$ cat src/rtl/muldiv_unit_if.sv
// muldiv_unit_if: request/response bundle between the pipeline and muldiv_unit.
//   start   - operation request
//   alu_ctl - decoder ALU code (00010..01001 are RV32M ops)
//   op_a    - rs1 value
//   op_b    - rs2 value
//   flush   - abort in-flight operation
//   busy    - unit is computing (CALC or FIX)
//   done    - one-cycle completion pulse
//   result  - final value, held until next accept or reset
// master: pipeline side; slave: muldiv_unit side.
interface muldiv_unit_if #(
    parameter int XLEN = 32
);
    logic            start;
    logic [4:0]      alu_ctl;
    logic [XLEN-1:0] op_a;
    logic [XLEN-1:0] op_b;
    logic            flush;
    logic            busy;
    logic            done;
    logic [XLEN-1:0] result;

    modport master (
        output start, alu_ctl, op_a, op_b, flush,
        input  busy, done, result
    );

    modport slave (
        input  start, alu_ctl, op_a, op_b, flush,
        output busy, done, result
    );
endinterface

$ cat src/rtl/muldiv_unit.sv
// muldiv_unit: multi-cycle RV32M execute unit.
//   Iterative shift-add multiplier (MUL/MULH/MULHSU/MULHU) and restoring
//   divider (DIV/DIVU/REM/REMU), one iteration per cycle for 32 cycles,
//   followed by one FIX cycle for sign correction and special cases.
// Ports:
//   clk - system clock, rising edge
//   rst - synchronous reset, active-high
//   bus - muldiv_unit_if.slave (start/alu_ctl/op_a/op_b/flush in,
//         busy/done/result out)
module muldiv_unit #(
    parameter int XLEN = 32,
    parameter int ITER = 32
) (
    input  logic          clk,
    input  logic          rst,
    muldiv_unit_if.slave  bus
);

    localparam logic [1:0] S_IDLE = 2'd0;
    localparam logic [1:0] S_CALC = 2'd1;
    localparam logic [1:0] S_FIX  = 2'd2;
    localparam logic [1:0] S_DONE = 2'd3;

    localparam logic [4:0] OP_MUL    = 5'b00010;
    localparam logic [4:0] OP_MULH   = 5'b00011;
    localparam logic [4:0] OP_MULHSU = 5'b00100;
    localparam logic [4:0] OP_MULHU  = 5'b00101;
    localparam logic [4:0] OP_DIV    = 5'b00110;
    localparam logic [4:0] OP_DIVU   = 5'b00111;
    localparam logic [4:0] OP_REM    = 5'b01000;
    localparam logic [4:0] OP_REMU   = 5'b01001;

    localparam logic [4:0] LAST_ITER = 5'(ITER - 1);

    logic [1:0]        state;
    logic [4:0]        cnt;
    logic [4:0]        op_q;
    logic              sa, sb;
    logic [XLEN-1:0]   a_raw, b_raw;
    logic [2*XLEN-1:0] acc;      // product accumulator
    logic [2*XLEN-1:0] mcand;    // multiplicand, shifted left each step
    logic [XLEN-1:0]   mplier;   // multiplier (shifted right) or divisor
    logic [XLEN-1:0]   dq;       // dividend bits shifting out, quotient shifting in
    logic [XLEN-1:0]   rem;      // partial remainder
    logic [XLEN-1:0]   result_q;

    // Request decode
    logic            op_ok, accept, a_signed, b_signed, neg_a, neg_b;
    logic [XLEN-1:0] mag_a, mag_b;

    always_comb begin
        op_ok    = (bus.alu_ctl >= OP_MUL) && (bus.alu_ctl <= OP_REMU);
        accept   = bus.start && op_ok && !bus.flush &&
                   ((state == S_IDLE) || (state == S_DONE));
        a_signed = (bus.alu_ctl == OP_MULH) || (bus.alu_ctl == OP_MULHSU) ||
                   (bus.alu_ctl == OP_DIV)  || (bus.alu_ctl == OP_REM);
        b_signed = (bus.alu_ctl == OP_MULH) || (bus.alu_ctl == OP_DIV) ||
                   (bus.alu_ctl == OP_REM);
        neg_a    = a_signed && bus.op_a[XLEN-1];
        neg_b    = b_signed && bus.op_b[XLEN-1];
        mag_a    = neg_a ? -bus.op_a : bus.op_a;
        mag_b    = neg_b ? -bus.op_b : bus.op_b;
    end

    // Restoring divide step. A shifted value with bit 32 set always exceeds
    // the divisor, so the 32-bit difference is exact whenever it is taken.
    logic            is_div;
    logic [XLEN:0]   shifted;
    logic [XLEN-1:0] diff;
    logic            q_bit;

    always_comb begin
        is_div  = (op_q >= OP_DIV);
        shifted = {rem, dq[XLEN-1]};
        diff    = shifted[XLEN-1:0] - mplier;
        q_bit   = (shifted >= {1'b0, mplier});
    end

    // Sign correction and special-case override (FIX cycle)
    logic [2*XLEN-1:0] prod;
    logic [XLEN-1:0]   quot, remv, fix_val;

    always_comb begin
        prod    = (sa ^ sb) ? -acc : acc;
        quot    = (sa ^ sb) ? -dq  : dq;
        remv    = sa ? -rem : rem;
        fix_val = '0;
        case (op_q)
            OP_MUL:                         fix_val = prod[XLEN-1:0];
            OP_MULH, OP_MULHSU, OP_MULHU:   fix_val = prod[2*XLEN-1:XLEN];
            OP_DIV, OP_DIVU:                fix_val = quot;
            OP_REM, OP_REMU:                fix_val = remv;
            default:                        fix_val = '0;
        endcase
        if (is_div && (b_raw == '0)) begin
            fix_val = ((op_q == OP_DIV) || (op_q == OP_DIVU)) ? '1 : a_raw;
        end else if (((op_q == OP_DIV) || (op_q == OP_REM)) &&
                     (a_raw == {1'b1, {(XLEN-1){1'b0}}}) && (b_raw == '1)) begin
            fix_val = (op_q == OP_DIV) ? {1'b1, {(XLEN-1){1'b0}}} : '0;
        end
    end

    always_ff @(posedge clk) begin
        if (rst) begin
            state    <= S_IDLE;
            cnt      <= '0;
            op_q     <= '0;
            sa       <= 1'b0;
            sb       <= 1'b0;
            a_raw    <= '0;
            b_raw    <= '0;
            acc      <= '0;
            mcand    <= '0;
            mplier   <= '0;
            dq       <= '0;
            rem      <= '0;
            result_q <= '0;
        end else begin
            case (state)
                S_IDLE, S_DONE: begin
                    if (accept) begin
                        state  <= S_CALC;
                        cnt    <= '0;
                        op_q   <= bus.alu_ctl;
                        sa     <= neg_a;
                        sb     <= neg_b;
                        a_raw  <= bus.op_a;
                        b_raw  <= bus.op_b;
                        acc    <= '0;
                        mcand  <= {{XLEN{1'b0}}, mag_a};
                        mplier <= mag_b;
                        dq     <= mag_a;
                        rem    <= '0;
                    end else begin
                        state <= S_IDLE;
                    end
                end
                S_CALC: begin
                    if (bus.flush) begin
                        state <= S_IDLE;
                    end else begin
                        if (is_div) begin
                            rem <= q_bit ? diff : shifted[XLEN-1:0];
                            dq  <= {dq[XLEN-2:0], q_bit};
                        end else begin
                            if (mplier[0]) acc <= acc + mcand;
                            mcand  <= mcand << 1;
                            mplier <= mplier >> 1;
                        end
                        cnt <= cnt + 5'd1;
                        if (cnt == LAST_ITER) state <= S_FIX;
                    end
                end
                S_FIX: begin
                    if (bus.flush) begin
                        state <= S_IDLE;
                    end else begin
                        result_q <= fix_val;
                        state    <= S_DONE;
                    end
                end
                default: state <= S_IDLE;
            endcase
        end
    end

    assign bus.busy   = (state == S_CALC) || (state == S_FIX);
    assign bus.done   = (state == S_DONE);
    assign bus.result = result_q;

endmodule

$ cat src/flat_wrapper.sv
// flat-port wrapper written by rule: the top's interface ports become plain ports
module muldiv_unit_flat 
#(
    parameter int XLEN = 32,
    parameter int ITER = 32
)
  (clk, rst, bus_start, bus_alu_ctl, bus_op_a, bus_op_b, bus_flush, bus_busy, bus_done, bus_result);
  muldiv_unit_if #(.XLEN(XLEN)) bus_i ();
  input  logic clk;
  input  logic rst;
  input wire logic [$bits(bus_i.start)-1:0] bus_start;
  input wire logic [$bits(bus_i.alu_ctl)-1:0] bus_alu_ctl;
  input wire logic [$bits(bus_i.op_a)-1:0] bus_op_a;
  input wire logic [$bits(bus_i.op_b)-1:0] bus_op_b;
  input wire logic [$bits(bus_i.flush)-1:0] bus_flush;
  output wire logic [$bits(bus_i.busy)-1:0] bus_busy;
  output wire logic [$bits(bus_i.done)-1:0] bus_done;
  output wire logic [$bits(bus_i.result)-1:0] bus_result;
  assign bus_i.start = bus_start;
  assign bus_i.alu_ctl = bus_alu_ctl;
  assign bus_i.op_a = bus_op_a;
  assign bus_i.op_b = bus_op_b;
  assign bus_i.flush = bus_flush;
  assign bus_busy = bus_i.busy;
  assign bus_done = bus_i.done;
  assign bus_result = bus_i.result;
  muldiv_unit #(.XLEN(XLEN), .ITER(ITER)) u_core (.clk(clk), .rst(rst), .bus(bus_i));
endmodule
$ cat config.mk
export PLATFORM = sky130hd
export DESIGN_NAME = muldiv_unit_flat
export DESIGN_NICKNAME = d
export VERILOG_FILES = /design/src/rtl/muldiv_unit_if.sv /design/src/rtl/muldiv_unit.sv /design/src/flat_wrapper.sv
export SDC_FILE = /design/constraint.sdc
export NUM_CORES = 1
export LEC_CHECK = 0
export ABC_CLOCK_PERIOD_IN_PS = 4600
export BUFFER_PORTS_ARGS = -buffer_cell sky130_fd_sc_hd__buf_2
export CORE_MARGIN = 2
export CORE_UTILIZATION = 63
export DETAILED_ROUTE_END_ITERATION = 6
export HOLD_SLACK_MARGIN = 0.08
export PLACE_DENSITY = 0.81
export REMOVE_ABC_BUFFERS = 1
export SLEW_MARGIN = 20
export SYNTH_ARGS = -nofsm -noshare
export SYNTH_HDL_FRONTEND = slang
export SYNTH_SLANG_ARGS = --single-unit
export TNS_END_PERCENT = 20
$ cat constraint.sdc
create_clock -name clk -period 4.6 [get_ports clk]
set_input_delay 0.92 -clock clk [delete_from_list [all_inputs] [get_ports clk]]
set_output_delay 0.92 -clock clk [all_outputs]
set_load 0.005 [all_outputs]
-- After elaboration in Yosys (flattened, before gate mapping)
Cells that the tools add are included.
- register bits after elaboration: 334
- output and inout bits: 34
- word-level logic and storage cells: 123
- $add $sub $neg: 8
- $lt $le $gt $ge: 4
- equality and inequality tests: 24
- mux-type cells: 40
- bitwise gates (word level): 2
- reduce and logical (&&, ||, !) cells: 32
- operators by type and width (cell ; count):
    32-bit two-way mux ; 18
    64-bit two-way mux ; 8
    64-bit one-hot mux with 2 select lines ; 2
    32-bit one-hot mux with 2 select lines ; 3
    32-bit negator ; 4
    32-bit one-hot mux with 4 select lines ; 1
    64-bit adder ; 1
    32-bit equality test, second input constant ; 2
    64-bit negator ; 1
    33-bit by 32-bit >= comparator with 1-bit output ; 1
    32-bit logical NOT ; 1
    32-bit subtractor ; 1
    5-bit by 3-bit equality test with 1-bit output, second input constant ; 6
    5-bit by 2-bit equality test with 1-bit output, second input constant ; 3
    5-bit by 4-bit equality test with 1-bit output, second input constant ; 3
    5-bit two-way mux ; 2
    5-bit one-hot mux with 2 select lines ; 1
    1-bit logical AND ; 9
    1-bit logical OR ; 9
    4-bit AND reduction ; 2
    2-bit two-way mux ; 3
    2-bit by 1-bit != test with 1-bit output, second input constant ; 3
    2-bit one-hot mux with 3 select lines ; 1
    2-bit OR reduction ; 3
    other kinds (19) ; 22

-- Depth between registers and ports, before layout
Gate-level depths: netlist (run 1).
- depth in word-level cells: 8
- mapped depth: 15

-- Least setup slack after synthesis (run 1)
Ideal clock, no wire load.
- path kind: input-to-reg
- start point: in bus_alu_ctl[3]
- end point: reg u_core.acc[55]
- data arrival time: 3.299 ns
- slack: 1.184 ns
- stages on the path: 10
- path buffers: 3
- cell sequence: a2111oi_0 o21ai_1 clkbuf_1 a22o_1 nor2_2 a21oi_1 nor2b_1 clkbuf_1 buf_2 a22o_1
- word-level cells in the longest chain between the ends: 7
- elaborated cells between the ends (all ways): 8
- classes of those cells: order compare (2); eq/ne (1); reduce/logical (5)
- ends and longest elaborated chain (item ; RTL line ; source):
    start: declaration ; flat_wrapper.sv:12 ; input wire logic [$bits(bus_i.alu_ctl)-1:0] bus_alu_ctl;
    5-bit by 2-bit >= comparator with 1-bit output / 5-bit by 4-bit less-or-equal comparator with 1-bit output (equally long branches) ; muldiv_unit.sv:52 ; op_ok = (bus.alu_ctl >= OP_MUL) && (bus.alu_ctl <= OP_REMU);
    1-bit logical AND (*) ; muldiv_unit.sv:52 ;
    1-bit logical AND (*) (3 in series) ; muldiv_unit.sv:53 ; accept = bus.start && op_ok && !bus.flush &&
    2-bit by 1-bit != test with 1-bit output (no source line) (*) ; - ;
    5-bit AND reduction (no source line) (*) ; - ;
    end signal: assignment ; muldiv_unit.sv:146 ; if (mplier[0]) acc <= acc + mcand;
    end: declaration ; muldiv_unit.sv:40 ; logic [2*XLEN-1:0] acc;
Every way passes the cells marked *; elsewhere a longest branch is shown, timed or not.
A chain may end at the register's enable or synchronous reset.

-- Final worst setup path (run 1)
- start point: reg u_core.acc[0]
- end point: reg u_core.acc[60]
- word-level cells in the longest chain between the ends: 5
- ends and longest elaborated chain (item ; RTL line ; source):
    64-bit adder ; muldiv_unit.sv:146 ;
    64-bit two-way mux ; muldiv_unit.sv:146 ;
    64-bit two-way mux ; muldiv_unit.sv:142 ; if (is_div) begin
    64-bit two-way mux ; muldiv_unit.sv:139 ; if (bus.flush) begin
    64-bit one-hot mux with 2 select lines ; muldiv_unit.sv:119 ; case (state)
Every way passes these cells. The select of a mux whose other input is x is not followed.

==> results.md, run 1 <==
- Clk pin slew, worst setup/hold paths: roughly 0.060 ns
- Cell internal pwr: 5.37 mW
- Most frequent cell after synthesis: nor2_1
- Share of the synthesized area in the top cell type: 0.290
- Worst setup EP type: flip-flop
- Synth Area in Simple Gates: 0.237
- CP Cell Sequence: ha_1, inv_1, fa_1, nor2b_1, o2111ai_1, a31oi_1, a41oi_1, a31o_1, a31oi_1, a41oi_1, a21oi_1, a211oi_1, xnor2_1, a22o_1
- Final net count: ~3300
- CTS root buf: clkbuf_16
- Max-capacitance violation count: 0
- I/O pins: roughly 110
- Status: finished with violations
- TritonCTS Sinks: roughly 330
- Largest net degree at the start of global routing: roughly 130
- Startpoint types: flip-flop
- Failing checks: DRC
- Number of buffers added on ports: between 100 and 150
- CTS Buffer Depth: 3
- Synth top area cells: dfxtp_1, a21oi_1, nor2_1
- Worst skew pair latency: 0.58 ns
- Critical Path RT: a little over 5 ns
- CP bufs+invs: 1
- EDFF count, synth: 0
- Clock share of power: 0.456
- Mux share of post-synthesis cell area: 0.00310
- Post-synthesis adder-cell area fraction: 0.0588
- Arrival time at the worst endpoint: around 4.7 ns
- Total congestion overflow: 0
- Net Sw Frac: 0.280
- Avg WL per Cell: ~23 µm
- Final setup skew: 0.0169 ns
- Largest family of logic cells by synthesized area: compound AO/OA/AOI/OAI gates
- CP delay by family, top: compound AO/OA/AOI/OAI gates
- Ys async rst share: 0
- Top_reg_cell synth: dfxtp_1
- Core ar.: around 36000 µm²
- Die H: approximately 200 µm
- Switch Pwr: 2.08 mW
- Worst R2R Setup Slack: just over 0.4 ns
- Slowest stage delay, CP: 0.45 ns
- CTS buffer count: 39
- Post-Syn Instances: between 3000 and 4000
- Max_slew headroom: 0.285
- Initial antenna violation count: 4
- Drt first pass iters: 7
- Leakage: 9.95 nW
- Leading area contributor after synthesis: dfxtp_1
- Post-Syn Area: between 20000 and 25000 µm²
- Wirelength, routed: roughly 83000 µm
- Post-CTS Setup Bufs: 0
- Hold Path Class: flip-flop to flip-flop
- Final ANT Viol Nets: 0
- Final setup violation count: 0
- Share of layout cells above drive strength 1: 0.0840
- Post-route setup slack: ~0.40 ns
- Die area: 38100 µm²
- Worst slew pin tran: about 1.1 ns
- Synth Area in XOR/XNOR: 0.101
- Synth Area in Compound Gates: 0.264
- Synthesis Warnings: 0
- Tcrit/Tclk final: 0.912
- Placement Setup Slack: 0.650 ns
- Peak VDD IR: 294 µV
- First-pass GRT wire length: between 100000 and 150000 µm
- RSZ-0062 raised after global routing: false
- Gpl congestion: 1.04
- Sequential power share: 0.405
- Final Hold Fails: 0
- Fin util: 0.698
- Vias in the first global route: between 20000 and 25000
- Final Max Slew Viols: 0
- PD cells: around 300 nW/µm²
- Register bit total from synthesis: 334
- Total Routing Usage GR: 0.425
- Row cnt: 70
- CP max-delay cell: a21oi_1
- Comb pwr share: 0.139
- Sequential area share after synthesis: 0.290
- Post-CTS sizing: 0
- Tmin final: 4.20 ns
- Initial core utilization: 0.635
- Number of distinct library cells after synthesis: between 80 and 90
- Final HPWL DP: ~60000 µm
- CTS tree: done
- Critical path peak fanout: 6
- Die Width: roughly 200 µm
- Commonest cells in the synthesized netlist: nor2_1, nand2_1, a21oi_1
- Initial drt markers: ~2600
- Vias post-DR: around 24000
- Avg Cell Area, Syn: between 7 and 8 µm²
- CP Class: flip-flop to flip-flop
- CTS H-tree lvls: 2
- P&R area growth vs syn: 9.90%
- Drt drc: 1
- Max Clk Rate: roughly 240 MHz
- Cts hold-fix bufs: 0
- Number of vias per cell: ~6.6
worst min-delay path: cells and delay by family (launching register included):
family | cells | cell delay, ns
flip-flops | 1 | 0.31
AND/OR/NAND/NOR | 1 | 0.05
AO/OA/AOI/OAI | 1 | 0.05
final timing paths:
path,startpoint,endpoint,depth (start not counted)
setup reg to reg,u_core.acc[0],u_core.acc[60],14
setup / recovery,u_core.acc[0],u_core.acc[60],14
hold reg to reg,u_core.mplier[28],u_core.mplier[28],2
hold / removal,u_core.mplier[28],u_core.mplier[28],2
layout make-up:
cell class              count  area [µm²]
multi-input cells        2557       15400
fillers                  3088       11000
flip-flops and latches    334        6690
clock buffers              53        1140
repair buffers            154         925
well taps                 468         586
inverters                  77         289
clock inverters            14         240
diodes                      4        10.0
cells by family (layout without fill, tap and decap cells):
| family | count (synthesis) | count (layout) |
|---|---|---|
| compound gates | 985 | 985 |
| xor+xnor | 266 | 266 |
| fa+ha+maj | 107 | 107 |
| buf+inv | 273 | 298 |
| flops | 334 | 334 |
| mux | 7 | 7 |
| other cells | 0 | 4 |
| simple gates | 1192 | 1192 |
power groups by stage:
stage	Sequential [mW]	Combinational [mW]	Clock, mW
6_report	3.01	1.04	3.40
4_1_cts	3.01	1.01	3.40
3_3_place_gp	3.07	0.989	0
5_1_grt	3.02	1.13	3.51
2_1_floorplan	3.05	0.650	0
3_5_place_dp	3.07	1.01	0
metal layers:
layer / GRT usage / part of all wire
met5: 0 / 0
met4: 0.265 / 0.067
met3: 0.0712 / 0.092
met2: 0.682 / 0.45
met1: 0.533 / 0.39
metrics by stage:
| step | total power [mW] | cell area (µm²) | TNS, ns | std cells | hold slack (ns) |
|---|---|---|---|---|---|
| 6_report | 7.45 | 25300 | 0 | 3661 | 0.467 |
| 3_3_place_gp | 4.06 | 23900 | 0 | 3590 | 0.439 |
| 4_1_cts | 7.42 | 25300 | 0 | 3657 | 0.471 |
| 2_1_floorplan | 3.70 | 22300 | -569.10 | 2968 | 0.426 |
| 3_5_place_dp | 4.08 | 23900 | 0 | 3590 | 0.461 |
| 5_1_grt | 7.66 | 25300 | 0 | 3660 | 0.495 |
state kept, by name (all words and copies together), names as in the netlist:
signal,cells
u_core.bus.result,32
u_core.state,2
u_core.rem,32
u_core.b_raw,32
u_core.mcand,64
u_core.dq,32
u_core.mplier,32
u_core.a_raw,32
u_core.op_q,5
u_core.cnt,5
u_core.sa,1
u_core.acc,64
u_core.sb,1
layout by cell type, fill, tap and decap left out, drive strengths merged, types with 14 or more instances in the layout:
cell and instances:
a211oi 28, a21o 47, a21oi 348, a221oi 14, a22o 33, a22oi 70
a31oi 22, and2 18, and3 20, buf 153, clkbuf 54, dfxtp 334
ha 105, inv 81, nand2 366, nand2b 29, nand3 53, nand4 38
nor2 429, nor2b 25, nor3 94, nor4 38, o21a 22, o21ai 229
o22ai 30, o31ai 45, or3 28, or4 18, xnor2 146, xor2 120
No activity file was read; power rests on OpenSTA's default activity.
==> inputs of run 2 (changes only) <==
--- a/config.mk
+++ b/config.mk
@@ -5,13 +5,13 @@
 export SDC_FILE = /design/constraint.sdc
 export NUM_CORES = 1
 export LEC_CHECK = 0
-export ABC_CLOCK_PERIOD_IN_PS = 4600
-export BUFFER_PORTS_ARGS = -buffer_cell sky130_fd_sc_hd__buf_2
+export ABC_CLOCK_PERIOD_IN_PS = 3800
 export CORE_MARGIN = 2
-export CORE_UTILIZATION = 63
+export CORE_UTILIZATION = 59
 export DETAILED_ROUTE_END_ITERATION = 6
+export DONT_BUFFER_PORTS = 1
 export HOLD_SLACK_MARGIN = 0.08
-export PLACE_DENSITY = 0.81
+export PLACE_DENSITY = 0.78
 export REMOVE_ABC_BUFFERS = 1
 export SLEW_MARGIN = 20
 export SYNTH_ARGS = -nofsm -noshare
==> constraint.sdc (replaced) <==
create_clock -name clk -period 3.8 [get_ports clk]
set_input_delay 0.76 -clock clk [delete_from_list [all_inputs] [get_ports clk]]
set_output_delay 0.76 -clock clk [all_outputs]
set_load 0.005 [all_outputs]
==> run 2 against run 1 <==
Largest power group unchanged. Sequential power up 21%. The run still ends with DRC left. Critical endpoint unchanged. Highest routed layer is now met5. Non-clock buffer count down 51. Final cell count about the same.
==> results.md, run 2 (same netlist as run 1, synthesis figures left out) <==
- Status: finished with violations
- Failing checks: DRC
- FILL cells: 3421 (+11%)
- CP Class: flip-flop to flip-flop
- Final setup skew: 0.0199 ns (+0.00300 ns)
- TritonCTS Sinks: 334 (unchanged)
- Startpoint types: flip-flop
- Arrival time at the worst endpoint: 4.04 ns (-0.62 ns)
- Total congestion overflow: 0 (unchanged)
- Final net count: 3293 (-1.5%)
- Initial antenna violation count: 1 (-3)
- Max_slew headroom: 0.235 (-0.0497)
- Core ar.: 38600 µm² (+6.3%)
- Final HPWL DP: 62900 µm (+4.0%)
- Power Total: 8.89 mW (+19%)
- Number of vias per cell: 6.56 (-0.92%)
- CTS tree: done
- Clock share of power: 0.457 (about the same)
- Final instance area: 25200 µm² (-0.24%)
- I/O pins: 107 (unchanged)
- Post-CTS Setup Bufs: 0 (unchanged)
- Critical path peak fanout: 7 (+1)
- Most frequent cells in the layout: nor2_1, nand2_1, a21oi_1
- Net Sw Frac: 0.283 (+0.00302)
- Top flop regs: u_core.acc x64, u_core.mcand x64
- Vias post-DR: 24000 (-0.87%)
- Die area: 40600 µm² (+6.6%)
- Final ANT Viol Nets: 0 (unchanged)
- Max Clk Rate: 279 MHz (+17%)
- Peak VDD IR: 369 µV (+25%)
- Avg WL per Cell: 23.1 µm (+2.3%)
- Max-capacitance violation count: 0 (unchanged)
- Drt first pass iters: 7 (unchanged)
- First-pass GRT wire length: 130000 µm (+1.6%)
- Tmin final: 3.58 ns (-0.615 ns)
- Initial drt markers: 2973 (+15%)
- Drt drc: 16 (+15)
- Switch Pwr: 2.51 mW (+21%)
- P&R area growth vs syn: 9.63%
- Sequential power share: 0.410 (+0.005)
- CTS root buf: clkbuf_16
- Final Max Slew Viols: 0 (unchanged)
- Ant diodes: 0 (-4)
- Initial core utilization: 0.597 (-0.0378)
- Number of buffers added on ports: 0 (-100%)
- Total Routing Usage GR: 0.405 (-0.0192)
- Die H: 202 µm (+3.3%)
- Critical Path RT: 4.26 ns (-0.80 ns)
- Gpl congestion: 1.03 (-0.32%)
- CTS buffer count: 40 (+2.6%)
- Row cnt: 72 (+2.9%)
- Worst setup EP type: flip-flop
- Final Hold Fails: 0 (unchanged)
- Hold Path Class: primary input to flip-flop
- Comb pwr share: 0.134 (-0.005)
- Cell internal pwr: 6.38 mW (+19%)
- RSZ-0062 raised after global routing: false
- CTS H-tree lvls: 2 (unchanged)
- Most common cell after layout, fill and taps aside: nor2_1
- Leakage: 9.76 nW (-1.9%)
- PD cells: 352 nW/µm² (+20%)
- Largest net degree at the start of global routing: 280 (+110%)
- Post-placement cell area: 23900 µm² (-0.23%)
- Worst slew pin tran: 1.15 ns (+0.0778 ns)
- Die Width: 202 µm (+3.3%)
- Final setup violation count: 0 (unchanged)
- CTS Buffer Depth: 3 (unchanged)
- Wirelength, routed: 84500 µm (+2.3%)
- Share of layout cells above drive strength 1: 0.0712 (-0.0128)
- Clk pin slew, worst setup/hold paths: 0.06 ns (about the same)
- Vias in the first global route: 22300 (-1.9%)
- Worst skew pair latency: 0.59 ns (about the same)
- Tcrit/Tclk final: 0.943 (+0.0302)
[run 2: layer usage]
metal,track usage,share of wire,vias to the layer above
met5,0,0.00019,-
met4,0.204,0.059,2
met3,0.0826,0.099,251
met2,0.653,0.44,1286
met1,0.516,0.40,11300
li1,-,-,11200
[run 2: path summary, 6_finish.rpt]
kind / end / slack [ns] / from / cells after the start
setup / recovery: u_core.acc[60] / 0.22 / u_core.acc[0] / 16
setup reg to reg: u_core.acc[60] / 0.22 / u_core.acc[0] / 16
hold reg to reg: u_core.mplier[28] / 0.45 / u_core.mplier[28] / 2
hold / removal: u_core.cnt[2] / 0.24 / rst / 1
[run 2: power groups by stage]
stage | sequential, mW | clock (mW) | combinational, mW
global placement | 3.71 | 0 | 1.13
floorplan | 3.69 | 0 | 0.786
finish | 3.64 | 4.06 | 1.19
detailed placement | 3.72 | 0 | 1.15
CTS | 3.64 | 4.07 | 1.16
global route | 3.65 | 4.20 | 1.28
[run 2: layout make-up]
cell class,instances,area [µm²],area share
Inverter,77,289,0.0114
Tap cell,518,648,0.0257
Clock inverter,19,200,0.00793
Sequential cell,334,6690,0.265
Clock buffer,55,1170,0.0463
Timing Repair Buffer,103,811,0.0321
Multi-Input combinational cell,2557,15400,0.612
[run 2: metrics by stage]
stage	setup TNS (ns)	instances	worst slack, ns	hold WS (ns)	utilization
after CTS	0	3663	0.193	0.232	0.654
after floorplan	-718.07	2968	-4.18	0.426	-
final	0	3663	0.218	0.241	0.655
after global routing	0	3663	0.0267	0.234	0.655
after global placement	0	3589	0.312	0.437	0.619
after detailed placement	0	3589	0.219	0.446	0.619
[run 2: critical path: stages, from the launching register on]
cell       delay (ns)
dfxtp_1          0.43
ha_1             0.24
inv_1            0.07
fa_1             0.41
nor2b_1          0.17
o2111ai_1        0.16
a31oi_1          0.21
a41oi_1          0.20
a31o_1           0.29
a31oi_1          0.19
buf_4            0.19
a41oi_2          0.17
a21oi_1          0.17
buf_4            0.15
a211oi_1         0.08
xnor2_1          0.14
a22o_1           0.20
[run 2: repair_timing]
action | 4_1_cts | 5_1_grt
hold buffers | 0 | 0
endpoints found under the hold margin | 0 | 0
endpoints found under the setup margin | 0 | 4
resized for setup | 0 | 3
